==> src/rtl/regfile_write_arbiter.sv <==
// Round-robin arbiter for the shared register-file write port,
// with a pending-write scoreboard for RAW hazard detection.
module regfile_write_arbiter #(
  parameter int WordLen   = 32,
  parameter int WordCount = 32,
  parameter int NumReq    = 2,
  localparam int AW       = $clog2(WordCount),
  localparam int PW       = (NumReq > 1) ? $clog2(NumReq) : 1
) (
  input  logic                      clk,
  input  logic                      rst_n,
  input  logic [NumReq-1:0]         reqValid,
  input  logic [NumReq*AW-1:0]      reqAddr,
  input  logic [NumReq*WordLen-1:0] reqData,
  output logic [NumReq-1:0]         reqReady,
  output logic                      RegWrite,
  output logic [AW-1:0]             writeRegister,
  output logic [WordLen-1:0]        WriteData,
  input  logic                      reserveValid,
  input  logic [AW-1:0]             reserveAddr,
  input  logic [AW-1:0]             querySrc1,
  input  logic [AW-1:0]             querySrc2,
  output logic                      hazard1,
  output logic                      hazard2,
  output logic [WordCount-1:0]      busy
);

  logic [PW-1:0]        rrPtr;
  logic [PW-1:0]        grantIdx;
  logic [PW-1:0]        nextPtr;
  logic [PW:0]          sum;
  logic                 found;
  logic [AW-1:0]        grantAddr;
  logic [WordLen-1:0]   grantData;
  logic [WordCount-1:0] busyNext;

  always_comb begin
    reqReady = '0;
    grantIdx = '0;
    found    = 1'b0;
    sum      = '0;
    for (int k = 0; k < NumReq; k++) begin
      sum = {1'b0, rrPtr} + (PW+1)'(k);
      if (sum >= (PW+1)'(NumReq))
        sum = sum - (PW+1)'(NumReq);
      if (!found && reqValid[sum[PW-1:0]]) begin
        found    = 1'b1;
        grantIdx = sum[PW-1:0];
      end
    end
    if (found)
      reqReady[grantIdx] = 1'b1;
  end

  always_comb begin
    grantAddr = '0;
    grantData = '0;
    for (int i = 0; i < NumReq; i++) begin
      if (reqReady[i]) begin
        grantAddr = reqAddr[i*AW +: AW];
        grantData = reqData[i*WordLen +: WordLen];
      end
    end
  end

  assign nextPtr = (grantIdx == PW'(NumReq-1)) ? '0 : grantIdx + 1'b1;

  // set is applied after clear so a same-cycle re-reserve wins
  always_comb begin
    busyNext = busy;
    if (RegWrite)
      busyNext[writeRegister] = 1'b0;
    if (reserveValid && reserveAddr != '0)
      busyNext[reserveAddr] = 1'b1;
    busyNext[0] = 1'b0;
  end

  assign hazard1 = busy[querySrc1];
  assign hazard2 = busy[querySrc2];

  always_ff @(posedge clk or negedge rst_n) begin
    if (!rst_n) begin
      rrPtr         <= '0;
      RegWrite      <= 1'b0;
      writeRegister <= '0;
      WriteData     <= '0;
      busy          <= '0;
    end else begin
      if (found) begin
        rrPtr         <= nextPtr;
        writeRegister <= grantAddr;
        WriteData     <= grantData;
        RegWrite      <= |grantAddr;
      end else begin
        RegWrite <= 1'b0;
      end
      busy <= busyNext;
    end
  end

endmodule

==> config.mk <==
export PLATFORM = sky130hd
export DESIGN_NAME = regfile_write_arbiter
export DESIGN_NICKNAME = d
export VERILOG_FILES = /design/src/rtl/regfile_write_arbiter.sv
export SDC_FILE = /design/constraint.sdc
export NUM_CORES = 1
export LEC_CHECK = 0
export CAP_MARGIN = 20
export CORE_ASPECT_RATIO = 1.25
export CORE_MARGIN = 4
export CORE_UTILIZATION = 35
export CTS_BUF_LIST = sky130_fd_sc_hd__clkbuf_8
export CTS_CLUSTER_SIZE = 30
export DETAILED_ROUTE_END_ITERATION = 8
export HOLD_SLACK_MARGIN = 0.02
export PLACE_DENSITY = 0.75
export SYNTH_ARGS = -nofsm -noshare
export SYNTH_HDL_FRONTEND = slang
export SYNTH_SLANG_ARGS = --single-unit
==> constraint.sdc <==
create_clock -name clk -period 1.8 [get_ports clk]
set_clock_uncertainty 0.1 [all_clocks]
set_input_delay 0.18 -clock clk [delete_from_list [all_inputs] [get_ports clk]]
set_output_delay 0.18 -clock clk [all_outputs]
set_load 0.1 [all_outputs]
Yosys cells after proc, flatten, opt, wreduce, memory -nomap -nowiden
Cells that the tools add are included.

$lt $le $gt $ge: 12. Bitwise logic cells: 3. $add $sub $neg: 4. Reductions and logical operators: 8. Multiplexer cells: 29.

Operators with widths (count): two-way mux 32 bit (4); AND 32 bit (1); NOT 32 bit (1); bitwise OR 32 bit (1); < comparator 5 x 6 -> 1 bit (second input constant) (4); two-way mux 1 bit (17); binary-select mux 1 bit (select 5 bit) (2); demux 1 bit (select 5 bit) (2); >= comparator 5 x 1 -> 1 bit (second input constant) (2); two-way mux 5 bit (2); < comparator 1 x 2 -> 1 bit (second input constant) (3); logical AND 1 bit (5); nonzero test 5 bit (1); OR reduction 5 bit (1); adder 1 x 1 -> 2 bit (second input constant) (1); >= comparator 1 x 2 -> 1 bit (second input constant) (1); >= comparator 2 bit (second input constant) (1); two-way mux 2 bit (1); subtractor 1 bit (second input constant) (2); adder 1 bit (second input constant) (1); demux 1 bit (select 1 bit) (1); >= comparator 1 bit (second input constant) (1); zero test 1 bit (1).

Output and inout port bits: 74. Register bits after elaboration: 70. Input bits: 94. Logic and storage cells: 61.

Longest topological paths before layout
Depth in word-level cells: 17. Gate-level depth with buffers: 6.

Worst setup path before layout
Ideal clock, no wire load.

Path kind: reg-to-output. Start: register rrPtr. End: output port reqReady[0]. Slack: -1.189 ns. Cell stages (with the launch flop): 6. Data arrival time: 2.709 ns. Required time: 1.520 ns. Buffers on the path: 1. Cells stage by stage: dfrtp_1 nand2b_1 nand2_1 inv_1 clkbuf_1 nor2_1.

Word-level cells in the longest chain between the ends: 13. Elaborated cells between the ends (all ways): 23. Classes of those cells: add/sub (3); order compare (4); mux (13); reduce/logical (3).

RTL lines: start: declaration (RTL line 28) `logic [PW-1:0] rrPtr;`; start signal: assignment (RTL line 90) `rrPtr <= nextPtr;`; >= comparator 1 x 2 -> 1 bit or subtractor 1 bit (tied branches) (RTL line 44, 45); two-way mux 1 bit (RTL line 44) `if (sum >= (PW+1)'(NumReq))`; two-way mux 1 bit (not written as such) (2 in series) (RTL line 46) `if (!found && reqValid[sum[PW-1:0]]) begin`; two-way mux 1 bit (RTL line 46); zero test 1 bit (RTL line 46); logical AND 1 bit (RTL line 46); two-way mux 1 bit (RTL line 46); < comparator 1 x 2 -> 1 bit (not written as such) or >= comparator 1 bit (tied branches) (RTL line 52) `reqReady[grantIdx] = 1'b1;`; logical AND 1 bit (not written as such) (RTL line 52); two-way mux 1 bit (not written as such) (RTL line 52); demux 1 bit (select 1 bit) (RTL line 52); two-way mux 2 bit * (RTL line 51) `if (found)`; end: declaration (RTL line 15) `output logic [NumReq-1:0] reqReady,`.

Every way passes the cells marked *; elsewhere a longest branch is shown, timed or not. The select of a mux whose other input is x is not followed.

Worst setup path in the final report
Start: register busy[7]. End: output port hazard1.

Word-level cells in the longest chain between the ends: 2.

RTL lines: start: declaration (RTL line 25) `output logic [WordCount-1:0] busy`; start signal: assignment (RTL line 97) `busy <= busyNext;`; binary-select mux 1 bit (select 5 bit) (RTL line 78) `assign hazard1 = busy[querySrc1];`; two-way mux 1 bit (not written as such) (RTL line 78); end: declaration (RTL line 23) `output logic hazard1,`.

Every way passes these cells. The select of a mux whose other input is x is not followed.

==> out/metrics.yaml <==
cts:
  cts_tree: "built"
  htreeDepth: 3
  cts_root_buffer: "clkbuf_8"
  cts_buffers: 9
  clockBufferDepth: 2
  clk_pin_slew_ps: 80
  insertion_delay_ps: 340
  clock-sinks: 70
pwr:
  p_total_mw: 10.7
  ir_drop_mv: 0.682
  leakage_nw: 2.74
  share_seq_of_total_power: 0.250
  p_int_mw: 5.16
  pwr-share-clk: 0.115
  pwr_density_cell_mw_per_mm2: 1680
  combPwrFrac: 0.635
  p_sw_frac: 0.519
  power.switching_mw: 5.56
floorplanning:
  initial_core_util: 0.360
  fp.dieW_um: 99.4
  fp.dieH_um: 122
  die_area_mm2: 0.0121
  num_io_pins: 168
  coreArea_mm2: 0.0102
  row_count: 41
critical_path:
  max_stage_delay_ps: 500
  arrival_ps: 1960
  critPathCaptureType: "output port"
  critPathMaxFanout: 3
  rr_worst_depth: 7
  critical_path.cell_chain: "mux4_2, nand2b_4, o211ai_1, nand4_1, buf_12"
  cp.depth: 5
  slowest_stage: "mux4_2"
  cp-start-kind: "register"
  path_buf_inv: 1
  required_ps: 1520
  worst-setup-path-type: "register to output port"
  critPathTopFamily: "multiplexers"
outcome:
  status: "finished, violations left"
  violations: "negative setup slack"
worst_hold_path:
  holdPathStages: 3
  hp-class: "input port to register"
detailed_routing:
  initialDrtViolationCount: 231
  drt-total-wl_mm: 12.3
  vias_per_cell: 5.26
  antenna_left: 0
  vias: 3852
  met1_length_mm: 4.63
  wl_per_cell_um: 16.7
  dr.pass1.iters: 4
  dr_wl_met2_mm: 5.93
  top_layer: "met4"
  wl_met3_mm: 1.40
  drc: 0
placed_design:
  dp_slack_ps: -408
  port-buffer-count: 166
  place_area_mm2: 0.00610
  dpl.hpwl_mm: 9.96
  gp_congestion: 0.926
  dp.cells: 713
grt:
  grt_pass1_wl_mm: 19.5
  track_usage: 0.204
  grt_pass1_vias: 3926
  grt_max_degree: 65
  antenna_found_initial: 0
  gr-total-overflow: 0
sta:
  period_share: 1.25
  fmax_mhz: 446
  setup_slack_ps: -442
  min_period_ps: 2240
  slew_violations: 0
  hold_violations: 0
  finalSetupViolCount: 2
  rsz0062_at_grt: "yes"
synth:
  syn_nets: 503
  synth-warning-count: 0
  ys_types: 31
  syn_area_mm2: 0.00365
  synthArstFlopShare: 1.00
  synth.avg_cell_area_um2: 8.93
  ys_ff_latch: 70
  synth_ff_type: "dfrtp_1"
  synth_cells: 409
  synth_edf_count: 0
  yosysSeqAreaShare: 0.479
layout:
  syn_to_final_growth_pct: 74.3
  antenna_cells: 0
  fin_nets: 693
  design_area_mm2: 0.00637
  finalNonFillerCells: 733
  drive_gt1_frac: 0.263
flow_run:
  drv_cap: 0
worst register-to-register path, stage by stage, from the launching register on:
cell and delay (ps):
dfrtp_1 390, nand2b_4 140, nand2_1 80, buf_4 110
buf_4 100, buf_4 300, nand2_1 150, a31oi_1 170
registers in the layout, indices dropped and copies added (netlist names):
| name | count |
|---|---|
| rrPtr | 1 |
| RegWrite | 1 |
| WriteData | 32 |
| busy | 31 |
| writeRegister | 5 |
cells in the final DEF, fill, tap and decap left out, types with 6 or more instances in the layout:
master / count
a21oi_1: 6
a22oi_1: 9
a31oi_1: 32
buf_12: 52
buf_4: 59
clkbuf_8: 10
clkdlybuf4s50_1: 92
dfrtp_1: 52
dfrtp_2: 14
inv_1: 6
mux2i_1: 18
nand2_1: 76
nand3_1: 17
nand3b_1: 10
nor2_1: 41
o21ai_0: 65
power groups by stage:
stage	registers, mW	logic [mW]	clock network, mW
floorplan	5.63	0.964	0
global placement	2.66	6.72	0
detailed placement	2.71	6.79	0
CTS	2.68	6.83	1.26
global route	2.75	7.04	1.33
finish	2.68	6.81	1.23
cells in the mapped netlist (3+ instances only):
cell type / number / area (um^2)
mux2i_1: 18 / 180
a21oi_1: 6 / 30.0
clkbuf_1: 13 / 48.8
nand3b_1: 10 / 75.1
buf_6: 4 / 45.0
nand2_1: 76 / 285
dfrtp_1: 70 / 1750
o21ai_0: 65 / 325
or3b_2: 3 / 26.3
a31oi_1: 32 / 200
inv_1: 4 / 15.0
nand2b_1: 5 / 31.3
mux4_2: 4 / 90.1
buf_2: 8 / 40.0
a22oi_1: 9 / 67.6
nor2_1: 42 / 158
nand3_1: 17 / 85.1
path summary, 6_finish.rpt:
| check | startpoint | end | slack [ps] |
|---|---|---|---|
| max in group asynchronous | rst_n | writeRegister[0]$_DFFE_PN0N_ | 850 |
| min in group asynchronous | rst_n | WriteData[27]$_DFFE_PN0N_ | 340 |
| min reg2reg | WriteData[19]$_DFFE_PN0N_ | WriteData[19]$_DFFE_PN0N_ | 450 |
| max | busy[7]$_DFF_PN0_ | hazard1 | -440 |
| max reg2reg | rrPtr$_DFFE_PN0N_ | WriteData[11]$_DFFE_PN0N_ | 180 |
| min | reqData[60] | WriteData[28]$_DFFE_PN0N_ | 290 |
cell families after synthesis:
group / after synthesis / share of synthesized area
other: 1 / 0.00103
flip-flops: 70 / 0.479
multiplexers: 24 / 0.0884
buffers and inverters: 30 / 0.0428
AO/OA/AOI/OAI: 119 / 0.185
AND/OR/NAND/NOR: 165 / 0.203
layer usage:
layer,track usage,vias up
li1,-,1837
met3,0.0728,24
met2,0.342,198
met1,0.235,1793
met4,0.0888,0
met5,0,-
layout make-up:
type                    count  area (um^2)
well taps                 129          161
fillers                   823         3790
repair buffers            205         2420
clock inverters             6         55.1
flip-flops and latches     70         1780
clock buffers              10          138
multi-input cells         309         1800
inverters                   4         15.0
through the flow:
step	util	hold WS (ps)	TNS [ps]
3_5_place_dp	0.601	140	-790
5_1_grt	0.627	287	-1010
6_report	0.627	290	-867
3_3_place_gp	0.601	135	-716
4_1_cts	0.624	265	-908
2_1_floorplan	-	-216	-1640
what timing repair did:
| action | CTS | global route |
|---|---|---|
| hold endpoints to repair | 70 | 0 |
| pin swaps | 1 | 3 |
| buffers inserted | 1 | 2 |
| setup endpoints to repair | 3 | 3 |
| hold buffers | 1 | 0 |
| gates resized for setup | 3 | 3 |
Note: power is estimated with default switching activity, not from simulation.
